$ cat config.mk
export PLATFORM = sky130hd
export DESIGN_NAME = fetch_align_buffer
export DESIGN_NICKNAME = d
export VERILOG_FILES = /design/src/rtl/fetch_align_buffer.sv
export SDC_FILE = /design/constraint.sdc
export NUM_CORES = 1
export LEC_CHECK = 0
export CORE_UTILIZATION = 40
export CTS_CLUSTER_DIAMETER = 100
export CTS_CLUSTER_SIZE = 30
export DETAILED_ROUTE_END_ITERATION = 6
export GPL_TIMING_DRIVEN = 0
export SETUP_SLACK_MARGIN = 0.05
export SYNTH_ARGS = -nofsm -noshare
export SYNTH_HDL_FRONTEND = slang
export SYNTH_SLANG_ARGS = --single-unit
export TNS_END_PERCENT = 50
$ cat constraint.sdc
create_clock -name clk -period 9.75 [get_ports clk]
set_input_delay 1.4625 -clock clk [delete_from_list [all_inputs] [get_ports clk]]
set_output_delay 1.4625 -clock clk [all_outputs]
set_load 0.1 [all_outputs]
$ cat src/rtl/fetch_align_buffer.sv
// Fetch/align stage: buffers two 16-byte I-cache lines in a ring and presents a
// 16-byte window at the current EIP to decode, advancing by each instruction length.
module fetch_align_buffer #(
    parameter logic [31:0] RESET_EIP = 32'h0000_0000
) (
    input  logic         clk,
    input  logic         rst_n,
    input  logic [127:0] ic_line,
    input  logic         ic_v,
    output logic         ic_rdy,
    output logic [31:0]  fetch_addr,
    output logic [127:0] fe_instr,
    output logic         fe_v,
    output logic [31:0]  fe_eip,
    input  logic         de_take,
    input  logic [3:0]   de_len,
    input  logic         br_v,
    input  logic [31:0]  br_eip
);

    typedef enum logic {FIRST, STREAM} state_t;

    logic [127:0] line_buf_reg [2];
    logic [255:0] line_flat;

    state_t       state_reg, state_next;
    logic         wslot_reg, wslot_next;
    logic [4:0]   rd_ptr_reg, rd_ptr_next;
    logic [5:0]   count_reg, count_next;
    logic [3:0]   skip_reg, skip_next;
    logic [31:0]  fetch_addr_reg, fetch_addr_next;
    logic [31:0]  fe_eip_reg, fe_eip_next;

    logic         accept;
    logic         consume;

    assign ic_rdy     = (count_reg <= 6'd16) && !br_v;
    assign fe_v       = (count_reg >= 6'd16);
    assign fetch_addr = fetch_addr_reg;
    assign fe_eip     = fe_eip_reg;

    // ic_rdy already excludes redirect cycles; consume must too.
    assign accept  = ic_v && ic_rdy;
    assign consume = de_take && fe_v && !br_v;

    assign line_flat = {line_buf_reg[1], line_buf_reg[0]};

    generate
        for (genvar gi = 0; gi < 16; gi++) begin : g_window
            logic [4:0] byte_idx;
            assign byte_idx = rd_ptr_reg + 5'(gi);
            assign fe_instr[8*gi +: 8] = line_flat[{byte_idx, 3'b000} +: 8];
        end
    endgenerate

    always_comb begin
        state_next      = state_reg;
        wslot_next      = wslot_reg;
        rd_ptr_next     = rd_ptr_reg;
        count_next      = count_reg;
        skip_next       = skip_reg;
        fetch_addr_next = fetch_addr_reg;
        fe_eip_next     = fe_eip_reg;

        if (br_v) begin
            count_next      = 6'd0;
            state_next      = FIRST;
            fetch_addr_next = {br_eip[31:4], 4'h0};
            skip_next       = br_eip[3:0];
            fe_eip_next     = br_eip;
        end else begin
            if (accept) begin
                wslot_next      = ~wslot_reg;
                fetch_addr_next = fetch_addr_reg + 32'd16;
                if (state_reg == FIRST) begin
                    // The head starts mid-line when the target EIP is unaligned.
                    rd_ptr_next = {wslot_reg, skip_reg};
                    count_next  = 6'd16 - 6'(skip_reg);
                    state_next  = STREAM;
                end else begin
                    count_next  = count_reg + 6'd16;
                end
            end
            if (consume) begin
                rd_ptr_next = rd_ptr_reg + 5'(de_len);
                count_next  = count_next - 6'(de_len);
                fe_eip_next = fe_eip_reg + 32'(de_len);
            end
        end
    end

    always_ff @(posedge clk) begin
        if (!rst_n) begin
            state_reg      <= FIRST;
            wslot_reg      <= 1'b0;
            rd_ptr_reg     <= 5'd0;
            count_reg      <= 6'd0;
            skip_reg       <= RESET_EIP[3:0];
            fetch_addr_reg <= {RESET_EIP[31:4], 4'h0};
            fe_eip_reg     <= RESET_EIP;
        end else begin
            state_reg      <= state_next;
            wslot_reg      <= wslot_next;
            rd_ptr_reg     <= rd_ptr_next;
            count_reg      <= count_next;
            skip_reg       <= skip_next;
            fetch_addr_reg <= fetch_addr_next;
            fe_eip_reg     <= fe_eip_next;
        end
    end

    // Line data needs no reset: count gates its visibility.
    always_ff @(posedge clk) begin
        if (rst_n && accept) begin
            line_buf_reg[wslot_reg] <= ic_line;
        end
    end

endmodule

# --- Yosys cells after proc, flatten, opt, wreduce, memory -nomap -nowiden ---
# Memories as Yosys holds them, arrays and structs flattened.
# Index checks and enable logic that the tools add are counted.
totals:
  reg_bits: 81
  latch_bits: 0
  ramBits: 256
  rom_bits: 0
  input_bits: 169
  output_inout_bits: 194
  elab_cells: 77
  n_memories: 1
mem_list:
  columns: ["memory", "words", "width", "read_ports", "rd_clocked_by_memory_dff", "write_ports", "line_no", "text"]
  rows:
  - ["line_buf_reg", 2, 128, 2, 0, 1, "23", "logic [127:0] line_buf_reg [2];"]
classes:
  addsub: 21
  n_mul: 0
  div_mod_pow: 0
  n_lt_le_gt_ge: 2
  eq_ne: 1
  n_shift: 16
  mux: 13
  bitwise_logic: 3
  reduce_logical: 12
op_table:
  columns: ["operator", "count"]
  rows:
  - ["256-bit by 9-bit variable part select with 8-bit output", 16]
  - ["32-bit two-way mux", 4]
  - ["5-bit by 4-bit adder with 5-bit output (second input constant)", 8]
  - ["32-bit by 4-bit adder with 32-bit output", 1]
  - ["32-bit by 5-bit adder with 32-bit output (second input constant)", 1]
  - ["6-bit two-way mux", 4]
  - ["5-bit by 3-bit adder with 5-bit output (second input constant)", 4]
  - ["5-bit two-way mux", 3]
  - ["5-bit by 2-bit adder with 5-bit output (second input constant)", 2]
  - ["6-bit by 5-bit adder with 6-bit output (second input constant)", 1]
  - ["6-bit by 5-bit greater-or-equal comparator with 1-bit output (second input constant)", 1]
  - ["6-bit by 5-bit <= comparator with 1-bit output (second input constant)", 1]
  - ["2-bit nonzero test", 3]
  - ["5-bit by 4-bit subtractor with 6-bit output (first input constant)", 1]
  - ["6-bit by 4-bit subtractor with 6-bit output", 1]
  - ["5-bit by 1-bit adder with 5-bit output (second input constant)", 1]
  - ["5-bit by 4-bit adder with 5-bit output", 1]
  - ["1-bit logical AND", 5]
  - ["1-bit NOT", 3]
  - ["3-bit AND reduction", 1]
  - ["1-bit two-way mux", 2]
  - ["2-bit by 1-bit != test with 1-bit output (second input constant)", 1]
  - ["2-bit AND reduction", 1]
  - ["2-bit OR reduction", 1]
  - ["1-bit logical NOT", 1]

# --- Depth between registers and ports, before layout ---
# Gate-level depths: netlist of run 1.
depth:
  ltp_word: 7
  ltp_mapped: 16
  mapped_depth_nobuf: 12

# --- Least setup slack after synthesis of run 1 ---
# OpenSTA, ideal clock, no wires.
synth_path:
  path_type: "input -> register"
  start: "in ic_v"
  end: "mem line_buf_reg[0][0] (enable)"
  setup_time_ns: 0.616
  arrival_time_ns: 7.576
  t_required_ns: 9.134
  slack_ns: 1.558
  stages: 6
  n_path_buf: 3
  path_cell_list: "clkbuf_1 > and3_1 > clkbuf_1 > buf_2 > nand2_1 > nor2_1"
synth_between:
  elab_chain_cells: 4
synth_lines:
  columns: ["item", "line_no", "text"]
  rows:
  - ["from (decl)", "9", "input logic ic_v,"]
  - ["1-bit logical AND", "43", "assign accept = ic_v && ic_rdy;"]
  - ["1-bit logical AND", "114", "if (rst_n && accept) begin"]
  - ["1-bit two-way mux", "114", null]
  - ["1-bit two-way mux (not written as such)", "115", "line_buf_reg[wslot_reg] <= ic_line;"]
  - ["to (decl)", "23", null]
# No other way between the ends.

# --- Worst setup path in the final report of run 1 ---
layout_path:
  start: "reg rd_ptr_reg[2]"
  end: "out fe_instr[105]"
layout_between:
  elab_chain_cells: 2
layout_lines:
  columns: ["item", "line_no", "text"]
  rows:
  - ["from (decl)", "28", "logic [4:0] rd_ptr_reg, rd_ptr_next;"]
  - ["from (signal assigned)", "104", "rd_ptr_reg <= rd_ptr_next;"]
  - ["5-bit by 4-bit adder with 5-bit output", "51", "assign byte_idx = rd_ptr_reg + 5'(gi);"]
  - ["256-bit by 9-bit variable part select with 8-bit output", "52", "assign fe_instr[8*gi +: 8] = line_flat[{byte_idx, 3'b000} +: 8];"]
  - ["to (decl)", "12", "output logic [127:0] fe_instr,"]
# No other way between the ends.

==> flow_metrics.tcl, run 1 <==
set metrics [dict create \
    vdd_drop_max_v 0.0001177 \
    worstPathRequired_ps 8290 \
    routed_wl_mm 124.3 \
    cp_data_arrival_time_ps 6770 \
    min_path_type "reg -> reg" \
    cts_root_buf "clkbuf_16" \
    yosys_warnings 0 \
    synth_area_mm2 0.02479 \
    path_buf_inv 6 \
    crit_type "reg -> out" \
    cts-resized-gates 0 \
    cp-start-kind "flip-flop" \
    htreeDepth 1 \
    area_delta_synth_final_pct 21.52 \
    async_flop_share 0 \
    antennaDiodeCount 0 \
    drive_gt1_frac 0.1950 \
    synth-edff-count 256 \
    synth.ff_latch_count 333 \
    num_rows 90 \
    hold_viol_final 0 \
    hold_depth 2 \
    violations "capacitance limit, slew limit" \
    core_mm2 0.06081 \
    grt_pass1_wl_mm 168.5 \
    maxCapViolCount 1 \
    finalCritPeriodShare 0.8442 \
    cts_tree "done" \
    nets 2693 \
    cts_inserted_buffers 18 \
    setup_viol 0 \
    routedWlPerCell_um 37.85 \
    die_x_um 251.0 \
    synth_area_per_cell_um2 11.76 \
    powerDensity_mw_per_mm2 154.9 \
    ys_seq_area_frac 0.3722 \
    synth.area.top_cells "edfxtp_1, mux4_2, dfxtp_1, mux2i_1, nand2_1" \
    cp_max_fo 15 \
    utilization 0.4955 \
    clk_latency_ps 580 \
    grt_pass1_vias 21100 \
    max_stage_delay_ps 1160 \
    dr.first_iter.drc_count 2890 \
    die_y_um 251.0 \
    grt_usage 0.3885 \
    grt_overflow_total 0 \
    dr.pass1.iters 6 \
    endpoint_kind "output pin" \
    dp_hpwl_mm 98.29 \
    yosys.area.top_type "edfxtp_1" \
    fmax_ghz 0.1215 \
    initial_core_util 0.4077 \
    post-place-ws_ps 2326 \
    ios 363 \
    reg2reg_depth 7 \
    rsz0062_at_grt "no" \
    ys_top_cells_by_count "nand2_1, mux4_2, edfxtp_1" \
    portBuffers 355 \
    ant_nets 0 \
    synth_cells 2109 \
    drcViolationCount 0 \
    finalWorstSetupSlack_ps 1519 \
    cts_setup_buffers 0 \
    relSlewSlack -0.002924 \
    crit_chain "buf_4 -> clkinv_1 -> clkbuf_1 -> clkbuf_1 -> ha_1 -> a21boi_0 -> xnor2_1 -> clkbuf_1 -> mux2i_1 -> nor2_1 -> a21oi_1 -> clkdlybuf4s50_1" \
    status "complete, but fails checks" \
    via_per_inst 6.827 \
    worst_pin_slew_ps 1499 \
    cp_common_cell "clkbuf_1" \
    clockBufferDepth 3 \
    period_minus_slack_ps 8231 \
    hold_buffers 0 \
    die_area_mm2 0.06298 \
    crit_cells 12 \
    vias 22430 \
    finClkSkew_ps 28.67 \
    antenna_found_initial 6 \
    cp_slowest_cell "clkdlybuf4s50_1" \
    grt_max_degree 55 \
    synth_top_cell_area_share 0.3101 \
    drv_slew 1 \
    synth_most_common_cell "nand2_1" \
    clk_transition_reported_paths_ps 120 \
    clock-sinks 333 \
    leakage_nw 10.29 \
    cp_top_family "buffers and inverters" \
    largest_reg_flops 256 \
    synth_cell_types 69 \
    gp_congestion 1.072 \
    synth_flop_cell "edfxtp_1" \
]
## path summary, 6_finish.rpt
kind | start | slack [ps] | endpoint
worst max register to register | count_reg[0]$_SDFF_PP0_ | 5930 | line_buf_reg[1][12]$_DFFE_PP_
worst min-delay path | fe_eip[31]$_SDFFE_PN0P_ | 540 | fe_eip[31]$_SDFFE_PN0P_
worst min register to register | fe_eip[31]$_SDFFE_PN0P_ | 540 | fe_eip[31]$_SDFFE_PN0P_
worst max-delay path | rd_ptr_reg[2]$_SDFFE_PN0P_ | 1520 | fe_instr[105]
## kinds of logic (layout without fill, tap and decap cells)
family                     after synthesis  in the layout  synth area share
other                                    1              4         0.0001512
muxes                                  516            516            0.3467
xor gates and xnor gates                83             83           0.02993
adders and majority gates               31             31           0.01655
buffers and inverters                  186            577           0.03886
and+or+nand+nor                        602            602            0.1075
AOI/OAI and AO/OA                      357            357           0.08806
DFF                                    333            333            0.3722
## worst reg2reg max path: stages (launching register included)
cell and delay, ps:
dfxtp_1 360, o41ai_2 790, and3_1 270, clkbuf_1 410, buf_2 390, and3_4 570, buf_16 340, buf_16 340
## area by class of cell
class	instances	area, µm²
buffer	161	869.6
clock buffer	20	479.2
clock inverter	10	136.4
fill	5426	30680
inverter	25	93.84
multi-input combinational	1593	14660
sequential	333	9229
tap	782	978.4
timing repair buffer	361	3689
## routing by layer
metal  track usage  wire, µm  up-vias
met4        0.1551      5866       10
met1        0.4993     47130    11350
met2        0.5755     53590     1805
li1              -         -     8996
met5             0        57        -
met3        0.1670     17700      272
## report_power, final
group	internal (W)	switching (W)
logic	0.000578	0.00153
clock network	0.000387	0.000544
registers	0.00157	0.0000538
## placed cells by master (no fill, tap or decap), types with 7 or more instances in the layout
cell,count
a211oi_1,9
a21boi_0,8
a21oi_1,98
a221oi_1,38
and2_1,16
and3_1,11
and4_1,7
buf_1,15
buf_2,35
buf_4,29
buf_6,15
clkbuf_1,68
clkbuf_16,19
clkdlybuf4s50_1,355
dfxtp_1,77
edfxtp_1,256
ha_1,28
inv_1,21
mux2_1,12
mux2_2,90
mux2i_1,150
mux4_2,264
nand2_1,384
nand2b_1,8
nand3_1,27
nand4_1,18
nor2_1,57
nor2b_1,10
nor3_1,19
nor4_1,15
o211ai_1,12
o21ai_0,114
o22ai_1,37
or3_1,7
xnor2_1,56
xor2_1,21
## through the flow
step	hold WS (ps)	power [W]	cell area [µm²]	std cells	setup TNS [ps]
floorplan	474.9	0.003071	24810	2112	0
global placement	500.5	0.003719	29340	3249	-303210
detailed placement	512.2	0.003721	29510	3255	0
CTS	525.8	0.004627	30130	3285	0
global route	543.3	0.004754	30130	3285	0
finish	541.0	0.004668	30130	3285	0
Note: power is estimated with default switching activity, not from simulation.
==> inputs of run 2 (changes only) <==
==> constraint.sdc (replaced) <==
create_clock -name clk -period 8.6 [get_ports clk]
set_input_delay 1.29 -clock clk [delete_from_list [all_inputs] [get_ports clk]]
set_output_delay 1.29 -clock clk [all_outputs]
set_load 0.1 [all_outputs]
==> results of run 2 <==
The final DEF is identical to that of run 1. Status: complete, but fails checks: capacitance limit, slew limit.
Main changes from that run: setup slack after placement 2326 ps -> 1349 ps; setup slack after layout 1519 ps -> 541.3 ps; register-to-register setup slack 5930 ps -> 4780 ps; total power 0.004668 W -> 0.005292 W; worst IR drop on VDD 0.0001177 V -> 0.0001335 V
